===== src/rtl/control_incendio_pkg.sv =====
// Shared types and constants for the fire-suppression supervisor and the
// control-word memory it addresses.
package control_incendio_pkg;

  // Supervisor states; the encoding is exported on the estado port.
  typedef enum logic [1:0] {
    NORMAL   = 2'd0,
    VERIFICA = 2'd1,
    INCENDIO = 2'd2,
    ENFRIA   = 2'd3
  } estado_t;

  // Control-word memory addresses.
  localparam logic DIR_REPOSO    = 1'b0;
  localparam logic DIR_EXTINCION = 1'b1;

  // Width of a counter that must reach max(a,b)-1; never narrower than 1 bit.
  function automatic int ancho_contador(input int a, input int b);
    int m;
    m = (a > b) ? a : b;
    return (m > 1) ? $clog2(m) : 1;
  endfunction

endpackage


===== src/rtl/control_incendio_antirrebote.sv =====
// antirrebote: two-flop synchronizer followed by a debouncer. The filtered
// output changes only after DEB_CICLOS consecutive synchronized samples that
// differ from the current filtered value.
module control_incendio_antirrebote #(
  parameter int DEB_CICLOS = 16
) (
  input  logic clk,
  input  logic reset_n,
  input  logic entrada,
  output logic filtrada
);

  localparam int CW = (DEB_CICLOS > 1) ? $clog2(DEB_CICLOS) : 1;
  localparam logic [CW-1:0] CNT_FIN = CW'(DEB_CICLOS - 1);

  logic          sync1_reg;
  logic          sync2_reg;
  logic          filt_reg;
  logic [CW-1:0] cnt_reg;

  // Bring the asynchronous raw input into the clk domain.
  always_ff @(posedge clk or negedge reset_n) begin
    if (!reset_n) begin
      sync1_reg <= 1'b0;
      sync2_reg <= 1'b0;
    end else begin
      sync1_reg <= entrada;
      sync2_reg <= sync1_reg;
    end
  end

  // Count consecutive disagreeing samples; any agreeing sample restarts the run.
  always_ff @(posedge clk or negedge reset_n) begin
    if (!reset_n) begin
      filt_reg <= 1'b0;
      cnt_reg  <= '0;
    end else if (sync2_reg == filt_reg) begin
      cnt_reg <= '0;
    end else if (cnt_reg == CNT_FIN) begin
      filt_reg <= sync2_reg;
      cnt_reg  <= '0;
    end else begin
      cnt_reg <= cnt_reg + CW'(1);
    end
  end

  assign filtrada = filt_reg;

endmodule


===== src/rtl/control_incendio.sv =====
// control_incendio: sensor-supervision FSM for the fire-suppression controller.
// Filters smoke/temperature inputs, confirms fire, holds suppression through a
// cool-down window and drives the control-word memory address.
// Optional feature macro: PARO_MANUAL_EN (manual stop button with lockout).
module control_incendio
  import control_incendio_pkg::*;
#(
  parameter int DEB_CICLOS  = 16,
  parameter int CONF_CICLOS = 50,
  parameter int HOLD_CICLOS = 100
) (
  input  logic       clk,
  input  logic       reset_n,
  input  logic       sensor_humo,
  input  logic       sensor_temp,
  input  logic       boton_paro,
  output logic       adress,
  output logic       alarma,
  output logic [1:0] estado
);

  localparam int CW = ancho_contador(CONF_CICLOS, HOLD_CICLOS);
  localparam logic [CW-1:0] CONF_FIN = CW'(CONF_CICLOS - 1);
  localparam logic [CW-1:0] HOLD_FIN = CW'(HOLD_CICLOS - 1);

  logic [1:0]    sensor_raw;
  logic [1:0]    sensor_filt;
  logic          det;
  logic          paro_flanco;
  logic          inhibe;

  estado_t       estado_reg;
  estado_t       estado_next;
  logic [CW-1:0] cnt_reg;
  logic [CW-1:0] cnt_next;

  assign sensor_raw = {sensor_temp, sensor_humo};

  // One synchronizer/debouncer per sensor (bit 0 humo, bit 1 temp).
  genvar gi;
  generate
    for (gi = 0; gi < 2; gi++) begin : g_sensor
      control_incendio_antirrebote #(
        .DEB_CICLOS(DEB_CICLOS)
      ) u_antirrebote (
        .clk     (clk),
        .reset_n (reset_n),
        .entrada (sensor_raw[gi]),
        .filtrada(sensor_filt[gi])
      );
    end
  endgenerate

  assign det = |sensor_filt;

`ifdef PARO_MANUAL_EN
  logic paro_filt;
  logic paro_prev_reg;
  logic bloqueo_reg;

  control_incendio_antirrebote #(
    .DEB_CICLOS(DEB_CICLOS)
  ) u_antirrebote_paro (
    .clk     (clk),
    .reset_n (reset_n),
    .entrada (boton_paro),
    .filtrada(paro_filt)
  );

  assign paro_flanco = paro_filt & ~paro_prev_reg;
  assign inhibe      = bloqueo_reg;

  // Button edge detection and lockout: a press locks out re-arming until det clears.
  always_ff @(posedge clk or negedge reset_n) begin
    if (!reset_n) begin
      paro_prev_reg <= 1'b0;
      bloqueo_reg   <= 1'b0;
    end else begin
      paro_prev_reg <= paro_filt;
      if (paro_flanco)
        bloqueo_reg <= 1'b1;
      else if (!det)
        bloqueo_reg <= 1'b0;
    end
  end
`else
  logic unused_paro;
  assign unused_paro = boton_paro;
  assign paro_flanco = 1'b0;
  assign inhibe      = 1'b0;
`endif

  // State and shared counter registers.
  always_ff @(posedge clk or negedge reset_n) begin
    if (!reset_n) begin
      estado_reg <= NORMAL;
      cnt_reg    <= '0;
    end else begin
      estado_reg <= estado_next;
      cnt_reg    <= cnt_next;
    end
  end

  // Next-state logic; the counter is cleared on every state entry.
  always_comb begin
    estado_next = estado_reg;
    cnt_next    = cnt_reg;
    unique case (estado_reg)
      NORMAL: begin
        if (det && !inhibe) begin
          estado_next = VERIFICA;
          cnt_next    = '0;
        end
      end
      VERIFICA: begin
        if (!det) begin
          estado_next = NORMAL;
          cnt_next    = '0;
        end else if (cnt_reg == CONF_FIN) begin
          estado_next = INCENDIO;
          cnt_next    = '0;
        end else begin
          cnt_next = cnt_reg + CW'(1);
        end
      end
      INCENDIO: begin
        if (!det) begin
          estado_next = ENFRIA;
          cnt_next    = '0;
        end
      end
      ENFRIA: begin
        if (det) begin
          estado_next = INCENDIO;
          cnt_next    = '0;
        end else if (cnt_reg == HOLD_FIN) begin
          estado_next = NORMAL;
          cnt_next    = '0;
        end else begin
          cnt_next = cnt_reg + CW'(1);
        end
      end
      default: begin
        estado_next = NORMAL;
        cnt_next    = '0;
      end
    endcase
    // Manual stop overrides every other transition.
    if (paro_flanco) begin
      estado_next = NORMAL;
      cnt_next    = '0;
    end
  end

  // Outputs decoded purely from the state register.
  always_comb begin
    adress = ((estado_reg == INCENDIO) || (estado_reg == ENFRIA)) ? DIR_EXTINCION : DIR_REPOSO;
    alarma = (estado_reg != NORMAL);
    estado = estado_reg;
  end

endmodule


===== config.mk =====
export PLATFORM = sky130hd
export DESIGN_NAME = control_incendio
export DESIGN_NICKNAME = d
export VERILOG_FILES = /design/src/rtl/control_incendio_pkg.sv /design/src/rtl/control_incendio_antirrebote.sv /design/src/rtl/control_incendio.sv
export SDC_FILE = /design/constraint.sdc
export NUM_CORES = 1
export LEC_CHECK = 0
export ABC_AREA = 1
export CORE_MARGIN = 1
export CORE_UTILIZATION = 56
export CTS_CLUSTER_DIAMETER = 120
export CTS_CLUSTER_SIZE = 10
export DETAILED_ROUTE_END_ITERATION = 16
export PLACE_DENSITY = 0.77
export SLEW_MARGIN = 20
export SYNTH_ARGS = -nofsm -noshare
export SYNTH_HDL_FRONTEND = slang
export SYNTH_HIERARCHICAL = 1
export SYNTH_SLANG_ARGS = --single-unit

===== constraint.sdc =====
create_clock -name clk -period 1.57 [get_ports clk]
set_input_delay 0.2355 -clock clk [delete_from_list [all_inputs] [get_ports clk]]
set_output_delay 0.2355 -clock clk [all_outputs]
set_load 0.01 [all_outputs]

==> impl_metrics.csv, run 1 <==
group,metric,value,unit
run_status,outcome,"complete, no violations",
power_and_ir_drop,p_leak,0.732,nW
floorplan,start_util,0.595,
routing,vias,920,
clocking,clock-sinks,23,
power_and_ir_drop,irDropWorstVdd,0.593,mV
global_routing,antenna_found_initial,0,
floorplan,die_w,47.7,um
final_layout,fin_nets,170,
synthesis,ys_ff_latch,23,
placed_design,portBuffers,7,
critical_path,critPathSlowestCell,"clkdlybuf4s50_1",
floorplan,die_h,47.7,um
sta,rsz0062_at_grt,"no",
routing,routed_wl,2.00,mm
critical_path,end_kind,"output pin",
final_layout,diodes,0,
global_routing,overflow,0,
routing,ant_nets,0,
floorplan,rows,16,
synthesis,synth.distinct_cells,17,
global_routing,grt_pass1_vias,833,
sta,max_clock_freq,0.665,GHz
floorplan,io_pins,9,
critical_path,crit_fanout,4,
final_layout,syn2layout_area_growth,12.9,%
clocking,cts_hold_buf,0,
clocking,clk_latency,320,ps
critical_path,cp_cell_sequence,"clkdlybuf4s50_1",
sta,finalHoldViolCount,0,
routing,first_iter_violations,19,
synthesis,synth_cells,147,
final_layout,layout_common_cells,"38 x nand2_1, 26 x inv_1, 22 x dfrtp_1",
floorplan,core,1960,sq um
power_and_ir_drop,power,976,uW
global_routing,grt_start_max_net_pins,24,
critical_path,path_class,"register to output pin",
power_and_ir_drop,power.density,741,nW/um^2
routing,dr.pass1.iters,4,
synthesis,syn_area_per_cell,7.94,sq um
worst_hold_path,hp-class,"input pin to async pin",
final_layout,largest_reg_flops,8,
clocking,cts_max_level,1,
clocking,root_buffer,"clkbuf_4",
placed_design,dp_hpwl,1.45,mm
critical_path,slowest_delay,540,ps
critical_path,timing.critical_path.buf_inv,1,
synthesis,syn_area,1170,sq um
flow_run,cap_violations,0,
clocking,cts_tree,"done",
final_layout,layout_commonest_cell,"nand2_1",
global_routing,grt_pass1_wl,3.26,mm
critical_path,start_kind,"register",
routing,wl_per_cell,10.7,um
clocking,cts_max_path_buffers,2,
floorplan,dieArea,2270,sq um
clocking,numCtsBuffers,3,
sta,min_period_over_period,0.957,
final_layout,layout.area.seq,577,sq um
synthesis,ys_seq_area_frac,0.493,
sta,slew_violations,0,
placed_design,routabilityCongestion,0.892,
final_layout,multi_input_area,483,sq um
sta,timing.final.crit_period,1500,ps
sta,setup_viol,0,
final_layout,fillers,178,
synthesis,yosysWarningCount,6,
global_routing,grt_usage,0.210,
sta,worst_pin_slew,297,ps
routing,drc_errors,0,
sta,setup_tns,0,ps
synthesis,syn_nets,156,
critical_path,critPathRequiredTime,1330,ps
critical_path,critPathTopFamily,"buffers and inverters",
critical_path,worstPathArrival,1270,ps
routing,vias_per_cell,4.92,
sta,slew_headroom,0.802,
sta,fin_worst_skew,3.28,ps
clocking,clk_pin_slew,130,ps
final_layout,drive_above_1_share,0.0875,
synth_stat cells:
cell type  instances  area share
nand3_2            1      0.0086
nand2_2            3       0.016
nor2_4             1      0.0096
inv_1             26       0.084
nand3_1           19       0.081
nand2_1           38        0.12
ha_1               4       0.043
o21ai_1            2      0.0086
o211ai_1           1      0.0064
xnor2_1            3       0.023
dfrtp_1           23        0.49
clkbuf_1           1      0.0032
buf_4              1      0.0064
xor2_1             1      0.0075
nor2_1            16       0.051
nor3_1             1      0.0043
nand4_1            6       0.032
worst paths after layout:
path                                                startpoint                                   end  slack [ps]  depth (start not counted)
min                                                    reset_n  g_sensor[0].u_antirrebote/cnt_reg[1]         250                          2
max                                                   register                             estado[1]          70                          1
min reg2reg                g_sensor[1].u_antirrebote/sync1_reg   g_sensor[1].u_antirrebote/sync2_reg         370                          0
min in group clk                                   sensor_temp   g_sensor[1].u_antirrebote/sync1_reg         340                          1
max in group asynchronous                              reset_n                             async pin        1070                          2
max reg2reg                                         cnt_reg[1]                            cnt_reg[6]         220                          8
area by class of cell:
cell class | instances | area share
clock buffer | 3 | 0.0171
clock inverter | 1 | 0.00380
inverter | 26 | 0.0741
multi-input combinational | 96 | 0.367
sequential | 23 | 0.438
tap | 27 | 0.0256
timing repair buffer | 11 | 0.0750
where the power goes:
group	total (mW)	internal, mW	switching, mW
sequential	0.626	0.611	0.0151
clock	0.276	0.0954	0.181
combinational	0.0732	0.0306	0.0426
stage by stage:
step | worst slack (ps) | area (sq um) | util | cells | hold WS, ps
2_1_floorplan | 324 | 1170 | - | 147 | -60.1
3_3_place_gp | 239 | 1280 | 0.654 | 182 | 333
3_5_place_dp | 234 | 1280 | 0.654 | 182 | 346
4_1_cts | 66.1 | 1320 | 0.672 | 187 | 254
5_1_grt | 35.7 | 1320 | 0.672 | 187 | 284
6_report | 67.1 | 1320 | 0.672 | 187 | 253
metal layers:
metal  global-route usage  vias up  part of all wire
li1                     -      482                 -
met1                0.242      425              0.45
met2                0.364        9              0.50
met3               0.0377        4             0.025
met4                0.122        0             0.018
met5                    0        -                 0
cell families after synthesis:
family / count (synthesis) / share of synthesized area
buffers and inverters: 28 / 0.0932
xor gates and xnor gates: 4 / 0.0300
and+or+nand+nor: 85 / 0.326
adders and majority gates: 4 / 0.0429
AOI/OAI and AO/OA: 3 / 0.0150
DFF: 23 / 0.493
repair_timing:
action,4_1_cts,5_1_grt
endpoints found under the hold margin,0,0
gates resized for setup,2,0
endpoints found under the setup margin,3,0
buffers inserted,1,0
Power figures use the tool's default switching activity.
==> run 2: changes to the inputs <==
Settings changed: ABC_CLOCK_PERIOD_IN_PS from default to 1570, GPL_ROUTABILITY_DRIVEN from default to 1, SKIP_LAST_GASP from default to 1.
==> results of run 2 <==
Final layout, timing and power as in run 1 (identical DEF).
